File: config.mk
export PLATFORM = sky130hd
export DESIGN_NAME = mesm6_mem_arbiter
export DESIGN_NICKNAME = d
export VERILOG_FILES = /design/src/rtl/mesm6_mem_arbiter.sv
export SDC_FILE = /design/constraint.sdc
export NUM_CORES = 1
export LEC_CHECK = 0
export BUFFER_PORTS_ARGS = -buffer_cell sky130_fd_sc_hd__buf_2
export CAP_MARGIN = 20
export CELL_PAD_IN_SITES_DETAIL_PLACEMENT = 0
export CELL_PAD_IN_SITES_GLOBAL_PLACEMENT = 1
export CORE_UTILIZATION = 37
export CTS_CLUSTER_DIAMETER = 80
export DETAILED_ROUTE_END_ITERATION = 6
export PLACE_DENSITY_LB_ADDON = 0.1
export RECOVER_POWER = 50
export SLEW_MARGIN = 20
export SYNTH_ARGS = -nofsm -noshare
export SYNTH_HDL_FRONTEND = slang
export SYNTH_SLANG_ARGS = --single-unit
File: constraint.sdc
create_clock -name clk -period 2.15 [get_ports clk]
set_input_delay 0.1075 -clock clk [delete_from_list [all_inputs] [get_ports clk]]
set_output_delay 0.1075 -clock clk [all_outputs]
set_load 0.02 [all_outputs]
File: src/rtl/mesm6_mem_arbiter.sv
`default_nettype none
// ============================================================================
// Module   : mesm6_mem_arbiter
// Purpose  : Merges the MESM-6 instruction-fetch bus and data bus onto one
//            shared word-wide memory port. A data access is served before a
//            fetch requested by the same microinstruction. All bus activity
//            of a microinstruction ends with a single aligned done cycle.
// Ports    : clk, reset (async, active-low)
//            ibus_fetch/ibus_addr -> ibus_input/ibus_done   (fetch side)
//            dbus_read/dbus_write/dbus_addr/dbus_output
//                                 -> dbus_input/dbus_done   (data side)
//            mem_req/mem_we/mem_addr/mem_wdata, mem_rdata/mem_ack (memory)
// Revision : 1.0 - initial release
// ============================================================================
module mesm6_mem_arbiter #(
  parameter int AW = 15,
  parameter int DW = 48
) (
  input  logic          clk,
  input  logic          reset,
  input  logic          ibus_fetch,
  input  logic [AW-1:0] ibus_addr,
  output logic [DW-1:0] ibus_input,
  output logic          ibus_done,
  input  logic          dbus_read,
  input  logic          dbus_write,
  input  logic [AW-1:0] dbus_addr,
  input  logic [DW-1:0] dbus_output,
  output logic [DW-1:0] dbus_input,
  output logic          dbus_done,
  output logic          mem_req,
  output logic          mem_we,
  output logic [AW-1:0] mem_addr,
  output logic [DW-1:0] mem_wdata,
  input  logic [DW-1:0] mem_rdata,
  input  logic          mem_ack
);

  typedef enum logic [1:0] {
    ST_IDLE  = 2'd0,
    ST_DATA  = 2'd1,
    ST_FETCH = 2'd2,
    ST_DONE  = 2'd3
  } state_t;

  state_t        r_state, w_state_nx;
  logic          r_i_served, w_i_served_nx;
  logic          r_d_served, w_d_served_nx;
  logic          r_mem_req, w_mem_req_nx;
  logic          r_mem_we, w_mem_we_nx;
  logic [AW-1:0] r_mem_addr, w_mem_addr_nx;
  logic [DW-1:0] r_mem_wdata, w_mem_wdata_nx;
  logic [DW-1:0] r_ibus_input, w_ibus_input_nx;
  logic [DW-1:0] r_dbus_input, w_dbus_input_nx;

  always_ff @(posedge clk or negedge reset) begin
    if (!reset) begin
      r_state      <= ST_IDLE;
      r_i_served   <= 1'b0;
      r_d_served   <= 1'b0;
      r_mem_req    <= 1'b0;
      r_mem_we     <= 1'b0;
      r_mem_addr   <= '0;
      r_mem_wdata  <= '0;
      r_ibus_input <= '0;
      r_dbus_input <= '0;
    end else begin
      r_state      <= w_state_nx;
      r_i_served   <= w_i_served_nx;
      r_d_served   <= w_d_served_nx;
      r_mem_req    <= w_mem_req_nx;
      r_mem_we     <= w_mem_we_nx;
      r_mem_addr   <= w_mem_addr_nx;
      r_mem_wdata  <= w_mem_wdata_nx;
      r_ibus_input <= w_ibus_input_nx;
      r_dbus_input <= w_dbus_input_nx;
    end
  end

  always_comb begin
    w_state_nx      = r_state;
    w_i_served_nx   = r_i_served;
    w_d_served_nx   = r_d_served;
    w_mem_req_nx    = r_mem_req;
    w_mem_we_nx     = r_mem_we;
    w_mem_addr_nx   = r_mem_addr;
    w_mem_wdata_nx  = r_mem_wdata;
    w_ibus_input_nx = r_ibus_input;
    w_dbus_input_nx = r_dbus_input;

    case (r_state)
      ST_IDLE: begin
        if (dbus_read || dbus_write) begin
          // Write wins when both read and write are asserted.
          w_state_nx     = ST_DATA;
          w_mem_addr_nx  = dbus_addr;
          w_mem_wdata_nx = dbus_output;
          w_mem_we_nx    = dbus_write;
          w_mem_req_nx   = 1'b1;
          w_d_served_nx  = 1'b1;
        end else if (ibus_fetch) begin
          w_state_nx    = ST_FETCH;
          w_mem_addr_nx = ibus_addr;
          w_mem_we_nx   = 1'b0;
          w_mem_req_nx  = 1'b1;
          w_i_served_nx = 1'b1;
        end
      end

      ST_DATA: begin
        if (mem_ack) begin
          if (!r_mem_we) begin
            w_dbus_input_nx = mem_rdata;
          end
          // A fetch pending in the same microinstruction follows directly,
          // keeping mem_req asserted across the address switch.
          if (ibus_fetch) begin
            w_state_nx    = ST_FETCH;
            w_mem_addr_nx = ibus_addr;
            w_mem_we_nx   = 1'b0;
            w_i_served_nx = 1'b1;
          end else begin
            w_state_nx   = ST_DONE;
            w_mem_req_nx = 1'b0;
          end
        end
      end

      ST_FETCH: begin
        if (mem_ack) begin
          w_ibus_input_nx = mem_rdata;
          w_mem_req_nx    = 1'b0;
          w_state_nx      = ST_DONE;
        end
      end

      ST_DONE: begin
        w_i_served_nx = 1'b0;
        w_d_served_nx = 1'b0;
        w_state_nx    = ST_IDLE;
      end

      default: begin
        w_state_nx = ST_IDLE;
      end
    endcase
  end

  // Both done strobes come from the same state decode, so they are always
  // coincident in the single DONE cycle.
  assign ibus_done  = (r_state == ST_DONE) && r_i_served;
  assign dbus_done  = (r_state == ST_DONE) && r_d_served;
  assign mem_req    = r_mem_req;
  assign mem_we     = r_mem_we;
  assign mem_addr   = r_mem_addr;
  assign mem_wdata  = r_mem_wdata;
  assign ibus_input = r_ibus_input;
  assign dbus_input = r_dbus_input;

endmodule
`default_nettype wire

==> results of run 1 <==
## layout by cell type, fill, tap and decap left out, types with 3 or more instances in the layout
cell type and n:
buf_2 212, mux2_2 165, dfrtp_1 165, dlygate4sd3_1 97, clkbuf_1 83, clkbuf_16 17, mux2_4 9, inv_1 8
ha_1 6, buf_12 5, inv_6 4, nand2_1 3, o21ai_0 3
## power by group through the flow
stage          Clock [uW]  Combinational, uW  Sequential (uW)
2_1_floorplan           0               2700             7440
3_3_place_gp            0               7070             5430
3_5_place_dp            0               7180             5500
4_1_cts              3050               7320             5460
5_1_grt              3180               7510             5700
6_report             2950               7000             5490
## cell families after synthesis
| kind of cell | count (synthesis) |
|---|---|
| simple gates | 13 |
| mux | 175 |
| compound gates | 14 |
| fa+ha+maj | 6 |
| buf+inv | 28 |
| flops | 165 |
## routing by layer
layer	wire length [um]	vias to the layer above
li1	-	2225
met1	6570	2342
met2	8200	175
met3	1110	18
met4	257	0
met5	0	-
## layout make-up
cell class	instances	share of cell area
multi-input combinational	208	0.233
sequential	165	0.423
clock inverter	12	0.0122
tap	225	0.0288
clock buffer	20	0.0468
timing repair buffer	401	0.253
inverter	8	0.00308
## path summary, 6_finish.rpt
kind	startpoint	endpoint	slack [ns]
max	r_state[0]	mem_addr[3]	0.24
min	dbus_write	mem_we	0.02
max reg2reg	r_state[0]	mem_addr[3]	0.24
min reg2reg	ibus_input[4]	ibus_input[4]	0.50
max in group asynchronous	reset	ibus_input[11]	0.52
min in group asynchronous	reset	mem_wdata[6]	0.35
## flip-flops by register name (all words and copies together) (netlist names)
signal	count
r_i_served	1
ibus_input	48
r_state	2
r_d_served	1
mem_wdata	48
mem_we	1
mem_addr	15
dbus_input	48
mem_req	1
## stage by stage
| step | util | hold slack [ns] | setup slack [ns] | total power, uW |
|---|---|---|---|---|
| 3_5_place_dp | 0.483 | 0.0325 | 0.224 | 12700 |
| 3_3_place_gp | 0.483 | 0.0353 | 0.298 | 12500 |
| 4_1_cts | 0.572 | 0.000886 | 0.215 | 15800 |
| 6_report | 0.564 | 0.0178 | 0.237 | 15400 |
| 5_1_grt | 0.564 | 0.0351 | 0.109 | 16400 |
| 2_1_floorplan | - | -0.188 | 0.198 | 10100 |
## repair_timing
| action | in CTS | in global routing |
|---|---|---|
| hold buffers | 97 | 0 |
| resized for setup | 0 | 0 |
| endpoints found under the hold margin | 280 | 0 |
## critical path, cell delays in order (launching register included)
cell     delay, ns
dfrtp_1       0.42
inv_1         0.13
ha_1          0.32
nor2b_1       0.21
a32o_1        0.19
buf_12        0.17
mux2_2        0.35
==> run summary, run 1 <==
DP Cell Count -> 910
Post-Synthesis Cells -> 401
I/O pin count -> 295
core area -> 17300 um^2
Slew Viols, Final -> 0
clock sink count -> 165
largest family of logic cells by synthesized area -> multiplexers
register area share after synthesis -> 0.632
vias per cell -> 4.58
Final setup viols -> 0
first-pass GRT wire length -> 25600 um
switching part of the total power -> 0.389
Power Internal -> 9430 uW
Global Route Usage Sum -> 0.183
M1 GR Usage -> 0.211
fin crit period -> 1.91 ns
Critical Path AT -> 2.21 ns
post-synthesis xor/xnor area fraction -> 0
Num CTS Buffers -> 17
CP required -> 2.45 ns
syn nets -> 539
DRC viols -> 0
power per cell area -> 1580 nW/um^2
largest net degree at the start of global routing -> 51
top cells by count, synth -> 165 x dfrtp_1, 165 x mux2_2, 9 x mux2_4, 8 x buf_2, 8 x inv_1
footprint of the multi-input gates -> 2270 um^2
Design Area, Final -> 9760 um^2
CP startpoint kind -> register
GR Util met3 -> 0.0511
top cell type's share of synthesized area -> 0.632
DRT antenna net count -> 0
post-synthesis simple-gate area fraction -> 0.0113
clock network power share -> 0.191
R2R cell count -> 6
mux contribution to synthesized area -> 0.307
period utilisation layout -> 0.890
fin nets -> 939
cell taking the most area after synthesis -> dfrtp_1
Clock Latency Late Sink -> 0.42 ns
combinational power share -> 0.453
Synth Register Bits -> 165
Die Ht -> 135 um
worst hold path cell count -> 3
Ant. Diodes -> 0
GR peak layer -> met2
drt initial violations -> 126
Final Hold Fails -> 0
CP Class -> reg2reg
CP max FO -> 16
maximum capacitance violations -> 0
unrepaired setup endpoints after global routing -> false
H-tree depth -> 4
fillers -> 1512
share of cells above drive strength 1 -> 0.529
via count -> 4760
sequential power share -> 0.356
Synth Cell Area -> 6530 um^2
top cells by area, synth -> dfrtp_1 63%, mux2_2 28%, mux2_4 2.1%
Synth async-reset ratio -> 1.00
DP Area -> 8360 um^2
vias in the first global route -> 5018
outcome -> finished clean
WL/cell -> 15.5 um
post-route non-filler standard cell count -> 1039
NetSw -> 6010 uW
Worst-path clk slew -> 0.06 ns
total negative setup slack -> 0 ns
Post-DP HPWL -> 11200 um
Root Buffer -> clkbuf_16
Slew @ Worst Pin -> 0.887 ns
Post-CTS Setup Bufs -> 0
Die Area -> 18200 um^2
CTS Buffer Depth -> 2
count of cell types in the netlist -> 29
LEAKAGE -> 0.00457 uW
FMAX -> 0.523 GHz
dominant synthesized flop cell -> dfrtp_1
Die X -> 135 um
crit end category -> register
CTS tree -> built
total grt overflow -> 0
initial antenna violation count -> 0
Placer Congestion -> 0.765
routed wire length -> 16100 um
# rows -> 48
Avg Inst Size Synth -> 16.3 um^2
worst min path class -> in2reg
Slew headroom -> 0.409
PortBufs -> 294
warnings from Yosys -> 0
post-synthesis compound-gate area fraction -> 0.0159
Area growth syn-to-layout -> 49.5%
Max IR drop VDD -> 777 uV
routing usage on met2 -> 0.319
Fin Clk Skew -> 0.00671 ns
Post-synth EDFFs -> 0
Starting Density -> 0.378
DRT Pass-1 Iters -> 4
FF/Latch Area -> 4130 um^2
Synth Area in Adders -> 0.0115
No activity file was read; power rests on OpenSTA's default activity.
==> run 2: changes to the inputs <==
Settings changed: PLACE_DENSITY from default to 0.78, PLACE_DENSITY_LB_ADDON 0.1 to default.
Clock period 2.15 ns to 2.1 ns, I/O delays scaled along.
==> run summary, run 2 (synthesized netlist as in run 1, its figures left out) <==
worst slack, placed -> 0.157 ns
Critical Path AT -> 2.24 ns
H-tree depth -> 4
power per cell area -> 1620 nW/um^2
CP delay by family, top -> flip-flops
core area -> 17300 um^2
Final Hold Fails -> 0
Die Ht -> 135 um
Fin Clk Skew -> 0.0113 ns
fin crit period -> 1.94 ns
Max IR drop VDD -> 762 uV
final setup margin -> 0.161 ns
Num CTS Buffers -> 17
maximum capacitance violations -> 1
DRC viols -> 0
outcome -> complete, but fails checks
Slew @ Worst Pin -> 1.53 ns
CTS tree -> built
Overall Power -> 15800 uW
CP startpoint kind -> register
LEAKAGE -> 0.00458 uW
Slew headroom -> -0.0206
share of cells above drive strength 1 -> 0.533
worst min path class -> in2reg
footprint of the multi-input gates -> 2270 um^2
Placer Congestion -> 0.752
vias per cell -> 4.59
FMAX -> 0.516 GHz
vias in the first global route -> 5119
post-cts sizing count -> 0
via count -> 4776
post-route non-filler standard cell count -> 1041
FF/Latch Area -> 4130 um^2
Ant. Diodes -> 0
worst path cell trace -> inv_1 > ha_1 > nor2b_1 > a32o_1 > buf_12 > mux2_2
Starting Density -> 0.378
DRT antenna net count -> 0
initial antenna violation count -> 0
clock sink count -> 165
I/O pin count -> 295
Slew Viols, Final -> 63
Crit path largest cell delay -> 0.41 ns
Die X -> 135 um
CP max FO -> 16
PortBufs -> 294
total grt overflow -> 0
commonest non-fill, non-tap cell in the layout -> buf_2
first-pass GRT wire length -> 25000 um
WL/cell -> 15.8 um
CTS Buffer Depth -> 2
Root Buffer -> clkbuf_16
largest net degree at the start of global routing -> 63
DRT Pass-1 Iters -> 4
CP Class -> reg2reg
Clock Latency Late Sink -> 0.42 ns
hold_ws -> 0.0401 ns
Worst-path clk slew -> 0.07 ns
unrepaired setup endpoints after global routing -> false
Final setup viols -> 0
Post-DP HPWL -> 11600 um
fillers -> 1437
# rows -> 48
Area growth syn-to-layout -> 49.6%
CP bufs+invs -> 2
total negative setup slack -> 0 ns
drt initial violations -> 122
crit end category -> register
routed wire length -> 16400 um
violated checks -> capacitance limit, slew limit
DP Cell Count -> 912
Post-CTS Setup Bufs -> 0
CP required -> 2.40 ns
Global Route Usage Sum -> 0.178
period utilisation layout -> 0.924
fin nets -> 941
crit path max-delay cell type -> dfrtp_1
Die Area -> 18200 um^2
most frequent cells in the layout -> 212 x buf_2, 165 x mux2_2, 165 x dfrtp_1
[run 2: power by group]
part | leakage [uW] | switching, uW | internal, uW | total (uW)
clock network | 0.000279 | 1380 | 1600 | 2980
logic | 0.00235 | 4060 | 3100 | 7160
registers | 0.00195 | 837 | 4830 | 5670
total | 0.00458 | 6270 | 9540 | 15800
[run 2: worst paths after layout]
| path | start | endpoint | slack (ns) | cells after the start |
|---|---|---|---|---|
| max | r_state[1] | mem_addr[3] | 0.16 | 6 |
| min | dbus_write | mem_we | 0.04 | 3 |
| max reg2reg | r_state[1] | mem_addr[3] | 0.16 | 6 |
| min reg2reg | dbus_input[33] | dbus_input[33] | 0.50 | 1 |
| max in group asynchronous | reset | dbus_input[25] | 0.34 | 3 |
| min in group asynchronous | reset | mem_wdata[20] | 0.58 | 2 |
[run 2: cell type report]
cell class | count | area share
Clock inverter | 14 | 0.0137
Inverter | 8 | 0.00307
Timing Repair Buffer | 403 | 0.254
Tap cell | 225 | 0.0288
Sequential cell | 165 | 0.422
Clock buffer | 18 | 0.0449
Multi-Input combinational cell | 208 | 0.233
[run 2: worst min-delay path, cell delays in order]
cell and delay, ns:
buf_2 0.15, nand2_1 0.06, o21ai_0 0.08
[run 2: timing repair]
| action | 4_1_cts | 5_1_grt |
|---|---|---|
| hold buffers | 97 | 0 |
| hold endpoints to repair | 200 | 0 |
| setup endpoints to repair | 0 | 0 |
[run 2: routing by layer]
metal / global-route usage / share of wire / vias up
met3: 0.0571 / 0.076 / 18
li1: - / - / 2224
met4: 0.0693 / 0.017 / 0
met5: 0 / 0 / -
met2: 0.317 / 0.51 / 202
met1: 0.198 / 0.40 / 2332
[run 2: metrics by stage]
stage               cell area [um^2]  utilization
floorplan                       6530            -
global placement                8360        0.483
detailed placement              8360        0.483
CTS                             9900        0.572
global route                    9770        0.565
finish                          9770        0.565
